==> src/rtl/gpu_pkg.sv <==
// Shared core definitions: sequencer state encoding, NZP bit positions, default widths.
package gpu_pkg;

   typedef enum logic [2:0] {
      IDLE    = 3'b000,
      FETCH   = 3'b001,
      DECODE  = 3'b010,
      REQUEST = 3'b011,
      WAIT    = 3'b100,
      EXECUTE = 3'b101,
      UPDATE  = 3'b110,
      DONE    = 3'b111
   } core_state_t;

   localparam int unsigned NZP_N = 2;
   localparam int unsigned NZP_Z = 1;
   localparam int unsigned NZP_P = 0;

   localparam int unsigned PC_W_DEF   = 8;
   localparam int unsigned DATA_W_DEF = 8;

endpackage

==> src/rtl/ret_stack.sv <==
// Return-address LIFO used by CALL/RET; only built when PC_CALL_STACK_EN is defined.
`ifdef PC_CALL_STACK_EN
module ret_stack #(
   parameter int unsigned W     = 8,
   parameter int unsigned DEPTH = 4
) (
   input  logic         clk,
   input  logic         reset,
   input  logic         push,
   input  logic         pop,
   input  logic [W-1:0] push_data,
   output logic [W-1:0] top_c,
   output logic         full_c,
   output logic         empty_c
);

   localparam int unsigned IDX_W = $clog2(DEPTH);
   localparam int unsigned PTR_W = IDX_W + 1;

   logic [W-1:0]     mem [DEPTH];
   logic [PTR_W-1:0] sp;
   logic [IDX_W-1:0] top_idx;

   assign full_c  = (sp == PTR_W'(DEPTH));
   assign empty_c = (sp == '0);
   assign top_idx = IDX_W'(sp - PTR_W'(1));
   assign top_c   = mem[top_idx];

   // Pop has priority; a push into a full stack is silently dropped.
   always_ff @(posedge clk) begin
      if (!reset) begin
         sp <= '0;
      end else if (pop && !empty_c) begin
         sp <= sp - PTR_W'(1);
      end else if (push && !full_c) begin
         mem[sp[IDX_W-1:0]] <= push_data;
         sp                 <= sp + PTR_W'(1);
      end
   end

endmodule
`endif

==> src/rtl/pc_nzp_unit.sv <==
// Per-lane PC and NZP condition unit: latches CMP flags in UPDATE, resolves next PC in EXECUTE.
// Optional CALL/RET return stack enabled by defining PC_CALL_STACK_EN.
module pc_nzp_unit
   import gpu_pkg::*;
#(
   parameter int unsigned PC_W        = PC_W_DEF,
   parameter int unsigned DATA_W      = DATA_W_DEF,
   parameter int unsigned STACK_DEPTH = 4
) (
   input  logic              clk,
   input  logic              reset,
   input  logic              enable,
   input  logic [2:0]        core_state,
   input  logic [PC_W-1:0]   current_pc,
   input  logic              decoded_pc_mux,
   input  logic [2:0]        decoded_nzp,
   input  logic [PC_W-1:0]   decoded_imm,
   input  logic              decoded_nzp_write_en,
   input  logic              decoded_call,
   input  logic              decoded_ret,
   input  logic [DATA_W-1:0] alu_out,
   output logic [PC_W-1:0]   next_pc,
   output logic [2:0]        nzp,
   output logic              branch_taken,
   output logic              stack_err
);

   core_state_t     state;
   logic            exec_c;
   logic            upd_c;
   logic            br_hit_c;
   logic [PC_W-1:0] seq_pc_c;
   logic [PC_W-1:0] pc_d;
   logic [2:0]      nzp_d;
   logic            bt_d;
   logic            err_d;
   logic            unused_alu;

   assign state      = core_state_t'(core_state);
   assign exec_c     = enable && (state == EXECUTE);
   assign upd_c      = enable && (state == UPDATE);
   assign seq_pc_c   = current_pc + PC_W'(1);
   assign br_hit_c   = decoded_pc_mux && ((nzp & decoded_nzp) != 3'b000);
   assign unused_alu = ^alu_out[DATA_W-1:3];

`ifdef PC_CALL_STACK_EN
   logic            push_c;
   logic            pop_c;
   logic            full_c;
   logic            empty_c;
   logic [PC_W-1:0] top_c;

   ret_stack #(.W(PC_W), .DEPTH(STACK_DEPTH)) u_ret_stack (
      .clk       (clk),
      .reset     (reset),
      .push      (push_c),
      .pop       (pop_c),
      .push_data (seq_pc_c),
      .top_c     (top_c),
      .full_c    (full_c),
      .empty_c   (empty_c)
   );
`else
   logic unused_stack;
   assign unused_stack = ^{decoded_call, decoded_ret, 32'(STACK_DEPTH)};
`endif

   // Next-state selection: ret > call > branch > sequential, flags only in UPDATE.
   always_comb begin
      pc_d  = next_pc;
      bt_d  = branch_taken;
      nzp_d = nzp;
      err_d = stack_err;
`ifdef PC_CALL_STACK_EN
      push_c = 1'b0;
      pop_c  = 1'b0;
`endif
      if (exec_c) begin
         pc_d = seq_pc_c;
         bt_d = 1'b0;
`ifdef PC_CALL_STACK_EN
         if (decoded_ret) begin
            if (empty_c) begin
               err_d = 1'b1;
            end else begin
               pop_c = 1'b1;
               pc_d  = top_c;
               bt_d  = 1'b1;
            end
         end else if (decoded_call) begin
            pc_d = decoded_imm;
            bt_d = 1'b1;
            if (full_c) err_d = 1'b1;
            else        push_c = 1'b1;
         end else
`endif
         if (br_hit_c) begin
            pc_d = decoded_imm;
            bt_d = 1'b1;
         end
      end
      if (upd_c && decoded_nzp_write_en) begin
         nzp_d = {alu_out[NZP_N], alu_out[NZP_Z], alu_out[NZP_P]};
      end
   end

   always_ff @(posedge clk) begin
      if (!reset) begin
         next_pc      <= '0;
         nzp          <= 3'b000;
         branch_taken <= 1'b0;
         stack_err    <= 1'b0;
      end else begin
         next_pc      <= pc_d;
         nzp          <= nzp_d;
         branch_taken <= bt_d;
         stack_err    <= err_d;
      end
   end

endmodule

==> config.mk <==
export PLATFORM = sky130hd
export DESIGN_NAME = pc_nzp_unit
export DESIGN_NICKNAME = d
export VERILOG_FILES = /design/src/rtl/gpu_pkg.sv /design/src/rtl/ret_stack.sv /design/src/rtl/pc_nzp_unit.sv
export SDC_FILE = /design/constraint.sdc
export NUM_CORES = 1
export LEC_CHECK = 0
export CELL_PAD_IN_SITES_DETAIL_PLACEMENT = 1
export CELL_PAD_IN_SITES_GLOBAL_PLACEMENT = 2
export CORE_MARGIN = 10
export CORE_UTILIZATION = 16
export DETAILED_ROUTE_END_ITERATION = 6
export PLACE_DENSITY = 0.8
export SLEW_MARGIN = 25
export SYNTH_ARGS = -nofsm -noshare
export SYNTH_HDL_FRONTEND = slang
export SYNTH_SLANG_ARGS = --single-unit
export TNS_END_PERCENT = 1
==> constraint.sdc <==
create_clock -name clk -period 1.7 [get_ports clk]
set_clock_uncertainty 0.05 [all_clocks]
set_input_delay 0.255 -clock clk [delete_from_list [all_inputs] [get_ports clk]]
set_output_delay 0.255 -clock clk [all_outputs]
set_load 0.02 [all_outputs]
Word-level counts from Yosys, hierarchy flattened
Cells that the tools add are included.

Register bits: 12. Output and inout bits: 13. Logic and storage cells: 14.

Add/sub/neg operators: 1. Equal/unequal tests: 2. Muxes and demuxes: 2. Bitwise operators: 1. Reductions and logical operators: 5.

Operators with widths (number): $add A8 B1 Y8 const B (1); $mux W8 (1); $eq A3 B3 Y1 const B (2); $logic_and A1 B1 Y1 (4); $and A3 B3 Y3 (1); $reduce_bool A3 Y1 (1); $mux W1 (1).

Longest topological paths before layout
Word-level depth: 4. Mapped depth: 5. Gate-level depth less buffers: 4.

Least setup slack after synthesis
Ideal clock, no wire load.

Path kind: register -> register. From: register nzp[0]. To: register next_pc[1]. Setup time: 0.121 ns. Arrival: 1.235 ns. Slack: 0.294 ns. Stages on the path, launching flop included: 6. Path buffers: 1. Cell sequence: dfxtp_1 > a222oi_1 > nor2b_1 > buf_2 > mux2i_1 > a21oi_1.

Longest elaborated chain between the ends: 4.

RTL lines: from (decl) (line pc_nzp_unit.sv:23) `output logic [2:0] nzp,`; from (signal assigned) (line pc_nzp_unit.sv:115) `nzp <= nzp_d;`; $and A3 B3 Y3 (line pc_nzp_unit.sv:43) `assign br_hit_c = decoded_pc_mux && ((nzp & decoded_nzp) != 3'b000);`; $reduce_bool A3 Y1 (line pc_nzp_unit.sv:43); $logic_and A1 B1 Y1 (line pc_nzp_unit.sv:43); $mux W8 (line pc_nzp_unit.sv:97) `if (br_hit_c) begin`; to (signal assigned) (line pc_nzp_unit.sv:114) `next_pc <= pc_d;`; to (decl) (line pc_nzp_unit.sv:22) `output logic [PC_W-1:0] next_pc,`.

No other way between the ends. A chain may end at the register's enable or synchronous reset.

Final worst setup path
From: input port decoded_nzp[0]. To: register next_pc[1].

Longest elaborated chain between the ends: 4.

RTL lines: from (decl) (line pc_nzp_unit.sv:16) `input logic [2:0] decoded_nzp,`; $and A3 B3 Y3 (line pc_nzp_unit.sv:43); $reduce_bool A3 Y1 (line pc_nzp_unit.sv:43); $logic_and A1 B1 Y1 (line pc_nzp_unit.sv:43); $mux W8 (line pc_nzp_unit.sv:97).

No other way between the ends.

==> impl_metrics.ini <==
[setup_path]
r2r-start = nzp[0]
cp.required_ns = 1.78
worstSetupStartpointType = primary input
reg2reg_depth = 5
crit_path_end_kind = register
cp.arrival_ns = 1.65
critPathMaxFanout = 7
r2r_end = next_pc[1]
crit_type = in2reg
rrSetupSlack_ns = 0.21

[routing]
ant_nets = 0
viasPerCell = 4.308
routedWlPerCell_um = 14.77
drc = 0
wl_met2_um = 1130
met1Wirelength_um = 1183
drt_wl_total_um = 2541
drt_iter0_drc = 28
wl_met3_um = 158
vias = 741
highest_layer = met4
drt_pass1_iterations = 4

[logic_synthesis]
ys_ff_latch = 12
synth_top_area_share_pct = 36.64
yosysWarningCount = 0
yosys.area.top_type = dfxtp_1
yosys-top-cells-area = dfxtp_1 (37%), nand3_1 (7.6%), nand4_1 (6.7%)
synthArstFlopShare_pct = 0
synth_seq_area_share_pct = 36.64
synth_nets = 113
synth-edff-count = 0
synthFlopType = dfxtp_1
ys_top_cells_by_count = dfxtp_1 (12), nand3_1 (10), nand4_1 (7)
post-synth-top-count-cell = dfxtp_1
synth.avg_cell_area_um2 = 8.742
synthCells = 75
netlist_area_um2 = 655.6
post_synth_num_cell_types = 26

[grt]
grt_max_degree = 20
gr-usage-all-layers_pct = 7.217
grt_pass1_vias = 836
overflow = 0
antenna_found_initial = 0
grt_pass1_wl_um = 4077

[cts]
h-tree-depth = 1
clk_pin_slew_worst_paths_ns = 0.05
cts_hold_buf = 0
cts_tree = done
cts_buffers = 3
cts_setup_buffers = 0
cts.sinks = 12
cts_buffer_depth = 2
ctsResizeCount = 0
clk_latency_ns = 0.24
cts_root_buffer = clkbuf_8

[power]
max-vdd-ir-drop_v = 0.0002143
p_leak_uw = 0.0004172
powerDensity_nw_per_um2 = 618.9

[placement]
place_inst = 168
gp_congestion = 0.8152
dp_hpwl_um = 2186
post-place-ws_ns = -0.1382
port_buffers = 41

[floorplan]
core_area_um2 = 3971
dieWidth_um = 84.02
die-area_um2 = 7059
die_h_um = 84.02
io_pins = 50
initial_utilization_pct = 16.51
row_count = 23

[worst_hold_path]
hold_path_class = reg2reg
hp-start = branch_taken
whs_path_depth = 2
min_to = branch_taken

[timing]
finalCriticalPeriod_ns = 1.566
setup_viol = 0
rsz0062_at_grt = false
finalHoldViolations = 0
maxSlewViolCount = 0
setup_slack_ns = 0.1344
clock.fmax_mhz = 638.8
finalCritPeriodShare_pct = 92.09

[finish]
area_growth_pct = 84.54
final_nets = 161
instances_no_fill = 172
antenna_cells = 0
drive_above_1_share_pct = 9.016

[run_status]
status = finished clean

[run]
drv.max_cap_violation_count = 0
==> power breakdown <==
group	switching (uW)	internal [uW]
clock network	109	205
logic	53.1	90.9
registers	3.44	287
==> layer usage <==
metal,vias to the layer above,GRT usage (%)
li1,373,-
met1,333,8.057
met2,31,11.15
met3,4,2.246
met4,0,5.479
met5,-,0
==> metrics by stage <==
| stage | hold slack (ns) | power, uW | setup TNS, ns | area, um^2 | utilization (%) |
|---|---|---|---|---|---|
| global route | 0.4509 | 786.3 | 0 | 1210 | 30.47 |
| CTS | 0.4294 | 767.9 | 0 | 1210 | 30.47 |
| global placement | 0.4080 | 439.8 | -0.2109 | 1155 | 29.08 |
| finish | 0.4234 | 748.8 | 0 | 1210 | 30.47 |
| detailed placement | 0.4218 | 442.5 | -0.7845 | 1155 | 29.08 |
| floorplan | 0.3593 | 342.5 | 0 | 655.6 | - |
==> worst max-delay path, cell delays in order <==
cell and delay (ns):
clkdlybuf4s50_1 0.45, a222oi_1 0.09, nor2b_1 0.38, buf_4 0.22
mux2i_1 0.17, a21oi_1 0.08
==> area by class of cell <==
| class | instances | area [um^2] |
|---|---|---|
| Fill cell | 482 | 2761 |
| Sequential cell | 12 | 240.2 |
| Timing Repair Buffer | 48 | 462.9 |
| Tap cell | 50 | 62.56 |
| Multi-Input combinational cell | 58 | 389.1 |
| Clock buffer | 4 | 55.05 |
==> cells by family after synthesis <==
group / Yosys count / share of synthesized area [%]
and+or+nand+nor: 34 / 29.58
AOI/OAI and AO/OA: 12 / 13.17
DFF: 12 / 36.64
xor gates and xnor gates: 6 / 8.015
buffers and inverters: 5 / 4.007
muxes: 4 / 6.107
adders and majority gates: 1 / 1.908
other: 1 / 0.5720
==> cell usage in the layout, fill, tap and decap left out, types with 2 or more instances in the layout <==
| cell | count |
|---|---|
| and3_1 | 4 |
| buf_4 | 7 |
| clkbuf_8 | 4 |
| clkdlybuf4s50_1 | 41 |
| dfxtp_1 | 12 |
| mux2i_1 | 4 |
| nand2_1 | 4 |
| nand3_1 | 10 |
| nand4_1 | 7 |
| nor2b_1 | 4 |
| o211ai_1 | 4 |
| o21ai_0 | 2 |
| o311ai_0 | 2 |
| xnor2_1 | 2 |
| xor2_1 | 4 |
==> state kept, by name (all words and copies together) (netlist names) <==
register and count:
nzp 3, next_pc 8, branch_taken 1
==> worst max-delay path by stage <==
| stage | slack, ns | depth (start not counted) | to | startpoint |
|---|---|---|---|---|
| final | 0.13 | 6 | next_pc[1] | decoded_nzp[0] |
| after global routing | 0.03 | 6 | next_pc[1] | decoded_nzp[0] |
| after CTS | 0.13 | 1 | nzp[0] | nzp[0] |
| after detailed placement | -0.14 | 6 | next_pc[1] | decoded_nzp[0] |
| after global placement | -0.11 | 6 | next_pc[1] | decoded_nzp[0] |
| after floorplan | 0.29 | 5 | next_pc[1] | nzp[0] |
Power figures use the tool's default switching activity.
